File: src/rtl/ir_decode_stage.sv
// ----------------------------------------------------------------------------
// ir_decode_stage
//   Decode stage of a small 16-bit pipeline: 8 x 16-bit register file
//   (R0 hard-wired to zero, write-first bypass from writeback), load-use and
//   branch-operand hazard detection, BEQZ/JMP resolution in decode, and the
//   ID/EX pipeline register.
//
// Ports
//   clock, reset                  single clock, synchronous active-high reset
//   IR[15:0], PC[11:0]            instruction from fetch and its address
//   stall_e                       downstream stall, ID/EX holds
//   wb_en, wb_adr, wb_data        register-file write port from writeback
//   stall_f, stall_d, flush_d     fetch PC hold, fetch IR hold, fetch IR clear
//   PC_source, PC_offset[11:0]    redirect fetch to PC + PC_offset
//   ex_*                          ID/EX pipeline register contents
// ----------------------------------------------------------------------------
module ir_decode_stage (
    input  logic        clock,
    input  logic        reset,
    input  logic [15:0] IR,
    input  logic [11:0] PC,
    input  logic        stall_e,
    input  logic        wb_en,
    input  logic [2:0]  wb_adr,
    input  logic [15:0] wb_data,
    output logic        stall_f,
    output logic        stall_d,
    output logic        flush_d,
    output logic        PC_source,
    output logic [11:0] PC_offset,
    output logic        ex_valid,
    output logic [3:0]  ex_op,
    output logic [2:0]  ex_rd,
    output logic [15:0] ex_a,
    output logic [15:0] ex_b,
    output logic [15:0] ex_imm,
    output logic        ex_wr,
    output logic        ex_mem_rd,
    output logic        ex_mem_wr,
    output logic [11:0] ex_pc
);

    typedef enum logic [3:0] {
        OP_NOP  = 4'h0,
        OP_ADD  = 4'h1,
        OP_SUB  = 4'h2,
        OP_AND  = 4'h3,
        OP_OR   = 4'h4,
        OP_XOR  = 4'h5,
        OP_SHL  = 4'h6,
        OP_SHR  = 4'h7,
        OP_ADDI = 4'h8,
        OP_LD   = 4'h9,
        OP_ST   = 4'hA,
        OP_BEQZ = 4'hB,
        OP_JMP  = 4'hC,
        OP_R13  = 4'hD,
        OP_R14  = 4'hE,
        OP_R15  = 4'hF
    } op_e;

    // ST_WARM covers the reset cycles and the first cycle after release,
    // during which IR is decoded as a NOP.
    typedef enum logic {
        ST_WARM,
        ST_RUN
    } run_e;

    typedef struct packed {
        logic        valid;
        logic [3:0]  op;
        logic [2:0]  rd;
        logic [15:0] a;
        logic [15:0] b;
        logic [15:0] imm;
        logic        wr;
        logic        mem_rd;
        logic        mem_wr;
        logic [11:0] pc;
    } idex_t;

    run_e        run_state, run_next;
    idex_t       idex, idex_next, dec;
    logic [15:0] regs [0:7];

    op_e         op;
    logic [2:0]  rd, rs, rt, src2_adr;
    logic [15:0] rs_val, src2_val;
    logic        uses_rs, uses_rt, uses_rd;
    logic        writes, is_ld, is_st, is_beqz, is_jmp, issue;
    logic        load_use, br_hazard, taken;
    logic [11:0] br_off;

    // ---------------- register file ----------------
    always_ff @(posedge clock) begin
        if (reset) begin
            for (int unsigned i = 0; i < 8; i++) begin
                regs[i] <= '0;
            end
        end else if (wb_en && (wb_adr != 3'd0)) begin
            regs[wb_adr] <= wb_data;
        end
    end

    // ---------------- field decode ----------------
    always_comb begin
        op       = op_e'(IR[15:12]);
        rd       = IR[11:9];
        rs       = IR[8:6];
        rt       = IR[5:3];
        uses_rs  = 1'b0;
        uses_rt  = 1'b0;
        uses_rd  = 1'b0;
        writes   = 1'b0;
        is_ld    = 1'b0;
        is_st    = 1'b0;
        is_beqz  = 1'b0;
        is_jmp   = 1'b0;
        issue    = 1'b0;
        case (op)
            OP_ADD, OP_SUB, OP_AND, OP_OR, OP_XOR, OP_SHL, OP_SHR: begin
                uses_rs = 1'b1;
                uses_rt = 1'b1;
                writes  = 1'b1;
                issue   = 1'b1;
            end
            OP_ADDI: begin
                uses_rs = 1'b1;
                writes  = 1'b1;
                issue   = 1'b1;
            end
            OP_LD: begin
                uses_rs = 1'b1;
                writes  = 1'b1;
                is_ld   = 1'b1;
                issue   = 1'b1;
            end
            OP_ST: begin
                uses_rs = 1'b1;
                uses_rd = 1'b1;
                is_st   = 1'b1;
                issue   = 1'b1;
            end
            OP_BEQZ: begin
                uses_rd = 1'b1;
                is_beqz = 1'b1;
            end
            OP_JMP: begin
                is_jmp = 1'b1;
            end
            default: begin
            end
        endcase
    end

    // Second read port serves rt for R-type, rd for ST and BEQZ.
    always_comb begin
        src2_adr = uses_rd ? rd : rt;

        if (rs == 3'd0)
            rs_val = '0;
        else if (wb_en && (wb_adr == rs))
            rs_val = wb_data;
        else
            rs_val = regs[rs];

        if (src2_adr == 3'd0)
            src2_val = '0;
        else if (wb_en && (wb_adr == src2_adr))
            src2_val = wb_data;
        else
            src2_val = regs[src2_adr];
    end

    // ---------------- hazards and branch resolution ----------------
    always_comb begin
        load_use  = idex.valid && idex.mem_rd &&
                    ((uses_rs && (idex.rd == rs)) ||
                     (uses_rt && (idex.rd == rt)) ||
                     (uses_rd && (idex.rd == rd)));
        br_hazard = is_beqz && idex.valid && idex.wr && (idex.rd == rd);
        taken     = is_jmp || (is_beqz && (src2_val == 16'd0));
        br_off    = is_jmp ? IR[11:0] : {{3{IR[8]}}, IR[8:0]};
    end

    always_comb begin
        dec = '0;
        if (issue) begin
            dec.valid  = 1'b1;
            dec.op     = IR[15:12];
            dec.rd     = rd;
            dec.a      = rs_val;
            dec.b      = (uses_rt || uses_rd) ? src2_val : 16'd0;
            dec.imm    = {{10{IR[5]}}, IR[5:0]};
            dec.wr     = writes && (rd != 3'd0);
            dec.mem_rd = is_ld;
            dec.mem_wr = is_st;
            dec.pc     = PC;
        end
    end

    // ---------------- control FSM ----------------
    always_ff @(posedge clock) begin
        if (reset)
            run_state <= ST_WARM;
        else
            run_state <= run_next;
    end

    // Priority: reset/warm-up > stall_e > hazard stall > branch redirect.
    // A branch held by a hazard resolves only once the hazard has cleared,
    // since the redirect branch is below the hazard branch.
    always_comb begin
        run_next  = ST_RUN;
        stall_f   = 1'b0;
        stall_d   = 1'b0;
        flush_d   = 1'b0;
        PC_source = 1'b0;
        PC_offset = '0;
        idex_next = '0;
        if (reset || (run_state == ST_WARM)) begin
            run_next = reset ? ST_WARM : ST_RUN;
        end else if (stall_e) begin
            stall_f   = 1'b1;
            stall_d   = 1'b1;
            idex_next = idex;
        end else if (load_use || br_hazard) begin
            stall_f = 1'b1;
            stall_d = 1'b1;
        end else if (taken) begin
            PC_source = 1'b1;
            flush_d   = 1'b1;
            PC_offset = br_off;
        end else begin
            idex_next = dec;
        end
    end

    // ---------------- ID/EX register ----------------
    always_ff @(posedge clock) begin
        if (reset)
            idex <= '0;
        else
            idex <= idex_next;
    end

    assign ex_valid  = idex.valid;
    assign ex_op     = idex.op;
    assign ex_rd     = idex.rd;
    assign ex_a      = idex.a;
    assign ex_b      = idex.b;
    assign ex_imm    = idex.imm;
    assign ex_wr     = idex.wr;
    assign ex_mem_rd = idex.mem_rd;
    assign ex_mem_wr = idex.mem_wr;
    assign ex_pc     = idex.pc;

endmodule

File: config.mk
export PLATFORM = sky130hd
export DESIGN_NAME = ir_decode_stage
export DESIGN_NICKNAME = d
export VERILOG_FILES = /design/src/rtl/ir_decode_stage.sv
export SDC_FILE = /design/constraint.sdc
export NUM_CORES = 1
export LEC_CHECK = 0
export BUFFER_PORTS_ARGS = -buffer_cell sky130_fd_sc_hd__buf_2
export CAP_MARGIN = 10
export CELL_PAD_IN_SITES_DETAIL_PLACEMENT = 1
export CELL_PAD_IN_SITES_GLOBAL_PLACEMENT = 1
export CORE_UTILIZATION = 30
export CTS_BUF_LIST = sky130_fd_sc_hd__clkbuf_4
export CTS_CLUSTER_DIAMETER = 150
export CTS_CLUSTER_SIZE = 24
export DETAILED_ROUTE_END_ITERATION = 8
export GPL_ROUTABILITY_DRIVEN = 1
export PLACE_DENSITY_LB_ADDON = 0.1
export SYNTH_ARGS = -nofsm -noshare
export SYNTH_HDL_FRONTEND = slang
export SYNTH_SLANG_ARGS = --single-unit
File: constraint.sdc
create_clock -name clock -period 3.92 [get_ports clock]
set_clock_uncertainty 0.2 [all_clocks]
set_input_delay 0.392 -clock clock [delete_from_list [all_inputs] [get_ports clock]]
set_output_delay 0.392 -clock clock [all_outputs]
set_load 0.02 [all_outputs]
==> metrics.txt <==
fin nets=1225; most common cell after layout, fill and taps aside=edfxtp_1; Comb pwr share=23.2%; Critical Path AT=between 3 and 4 ns; antenna violations before repair=2; grt met3 use=3.39%; Die W=between 150 and 200 um; crit path cell chain=nor2b_2 -> a2111oi_4 -> a31oi_2 -> a31oi_2 -> o21ai_2 -> a2111oi_4 -> nand4_1 -> buf_4 -> or4b_4 -> a21oi_2 -> buf_6; Worst setup EP type=output port; DR WL/cell=approximately 25 um; Worst-path clk slew=0.16 ns; Max Fclk=235 MHz; via count=approximately 8600; max_slew headroom=36.7%; Boundary Pins=~140; worst path required time=between 3 and 4 ns; Post-DP Area=12400 um2; max-cap violation count=0; Worst-Margin Slew=between 0.9 and 1 ns; DR vias/cell=5.22; most frequent cells in the layout=128 x edfxtp_1, 123 x buf_2, 113 x and2_1; vias in the first global route=8849; Initial Utilization=30.4%; critical-path maximum fanout=6; die height=189 um; Pleak=just over 5 nW; I/O Buffers=137; Num Clock Sinks=190; DRT Pass-1 Iters=4; Max clock buf depth=2; run status=finished, violations left; DR iter-0 viols=497; Setup TNS=-3.74 ns; WHS=approximately 0.11 ns; Switching Fraction=32.3%; htree depth=4; first-pass GRT wire length=60400 um; Post-synth ARST share=0%; slowest CP cell=or4b_4; post-layout util=38.3%; CTS root buffer=clkbuf_4; synthesized area=10500 um2; RSZ-0062 raised after global routing=yes; Syn. warnings=0; RePlAce Congestion=around 0.85; Final Max Tran Viols=0; GR peak layer=met2; Internal=2.95 mW; Final period util=108%; die area=~36000 um2; Top delay family on crit path=compound AO/OA/AOI/OAI gates; EDFF count, synth=~130; Routed WL=40900 um; Startpoint Class=flop; Flop pwr share=around 53%; gr usage total=between 20% and 30%; Final Hold Viols=0; Setup WS post-layout=-0.330 ns; Netlist cell types=67; row cnt=between 60 and 70; Core Footprint=34500 um2; Cell Pwr Density=330 nW/um2; FF-to-FF setup slack=1.04 ns; share of cells above drive strength 1=32.7%; Yosys reg bits=190; Worst Setup SP=regs[4][11]; DRC viols=0; CTS tree=built; Hold EP=ex_rd[2]; Antenna Nets Post-Route=0; Final Cell Area=13200 um2; critical path class=flop to output port; HPWL after detailed placement=28200 um; Layout area overhead=25.8%; Hold Path Depth=4; final setup fails=14; GRT overflow=0; Clk Latency, worst-skew pair=0.65 ns; M2 GR Usage=around two fifths; Min-Delay Path Class=input port to flop; clock share of power=23.8%; Buf/Inv on CP=2; part of the Yosys area used for sequential elements=48.4%; reg-to-reg critical path endpoint=ex_b[7]; met1 usage=31.9%; RR Startpoint=ex_rd[2]; Mapped Cells=about 940; Net Sw Power=1.41 mW; predominant post-synthesis flop cell=edfxtp_1; largest net degree at the start of global routing=64; TritonCTS Buffers=17; slowest stage delay, CP=between 0.5 and 0.6 ns; min Tclk post-route=4.25 ns; hold path start=IR[11]; VDD IR max=around 0.00016 V; R2R depth=10; failing checks=setup timing; synthesized area per cell=~11 um2
## kinds of logic after synthesis
| family | count (synthesis) | share of synthesized area, % |
|---|---|---|
| AO/OA/AOI/OAI | 204 | 13.5 |
| XOR/XNOR | 14 | 1.17 |
| buffers and inverters | 97 | 4.56 |
| flip-flops | 190 | 48.4 |
| multiplexers | 118 | 16.9 |
| other | 1 | 0.0357 |
| AND/OR/NAND/NOR | 318 | 15.5 |
## state kept, by name (all words and copies together), names as in the netlist
| name | flops |
|---|---|
| ex_a | 16 |
| regs | 128 |
| ex_b | 16 |
| ex_op | 4 |
| ex_pc | 12 |
| ex_mem_rd | 1 |
| ex_mem_wr | 1 |
| ex_wr | 1 |
| ex_rd | 3 |
| ex_imm | 6 |
| ex_valid | 1 |
| run_state | 1 |
## stage by stage
step	total power, mW	setup WS (ns)	instances
floorplan	2.86	0.0986	957
global placement	3.30	-0.247	1564
detailed placement	3.31	-0.269	1564
CTS	4.41	-0.353	1640
global route	4.55	-0.506	1643
finish	4.36	-0.330	1643
## worst max-delay path by stage
| stage | to | slack [ns] | cells after the start |
|---|---|---|---|
| finish | PC_offset[9] | -0.33 | 11 |
| CTS | PC_offset[7] | -0.35 | 10 |
| detailed placement | PC_offset[0] | -0.27 | 13 |
| global route | PC_offset[7] | -0.51 | 10 |
| floorplan | PC_offset[0] | 0.1 | 10 |
| global placement | PC_offset[0] | -0.25 | 13 |
## area by class of cell
type / count / area [um2]
diodes: 1 / 2.50
clock buffers: 20 / 150
clock inverters: 12 / 88.8
fillers: 3847 / 21300
inverters: 8 / 30.0
multi-input cells: 671 / 5230
flip-flops and latches: 190 / 5090
well taps: 455 / 569
repair buffers: 286 / 2070
## cells in the mapped netlist (13+ instances only)
master / number / area [um2]
dfxtp_1: 62 / 1240
a211oi_1: 14 / 105
buf_4: 17 / 128
edfxtp_1: 128 / 3840
a21oi_1: 47 / 235
and2_1: 114 / 713
nor3_1: 14 / 70.1
a22oi_1: 48 / 360
mux2i_1: 62 / 621
nor2b_1: 18 / 113
clkbuf_1: 43 / 161
nor2_1: 100 / 375
o21ai_0: 20 / 100
buf_2: 17 / 85.1
nand2_1: 48 / 180
o22ai_1: 13 / 81.3
mux4_2: 46 / 1040
## power by group through the flow
| stage | combinational [mW] | clock, mW | sequential, mW |
|---|---|---|---|
| 2_1_floorplan | 0.502 | 0 | 2.36 |
| 3_3_place_gp | 0.950 | 0 | 2.35 |
| 3_5_place_dp | 0.949 | 0 | 2.36 |
| 4_1_cts | 1.01 | 1.08 | 2.31 |
| 5_1_grt | 1.08 | 1.14 | 2.33 |
| 6_report | 1.01 | 1.04 | 2.31 |
## worst min-delay path: cells and delay by family
kind	cells	cell delay (ns)
AOI/OAI and AO/OA	1	0.07
buffers and inverters	2	0.39
and+or+nand+nor	1	0.08
## per-layer routing
metal / up-vias / routed length [um]
met3: 27 / 1520
met1: 4417 / 19200
met4: 0 / 692
met5: - / 0
li1: 3932 / -
met2: 205 / 19500
## what timing repair did
item | CTS | global route
hold endpoints to repair | 124 | 0
setup buffers | 6 | 2
cloned | 1 | 0
hold buffers | 38 | 0
gates resized for setup | 35 | 11
pin swaps | 12 | 11
endpoints found under the setup margin | 14 | 14
(Power assumes the default switching activity.)
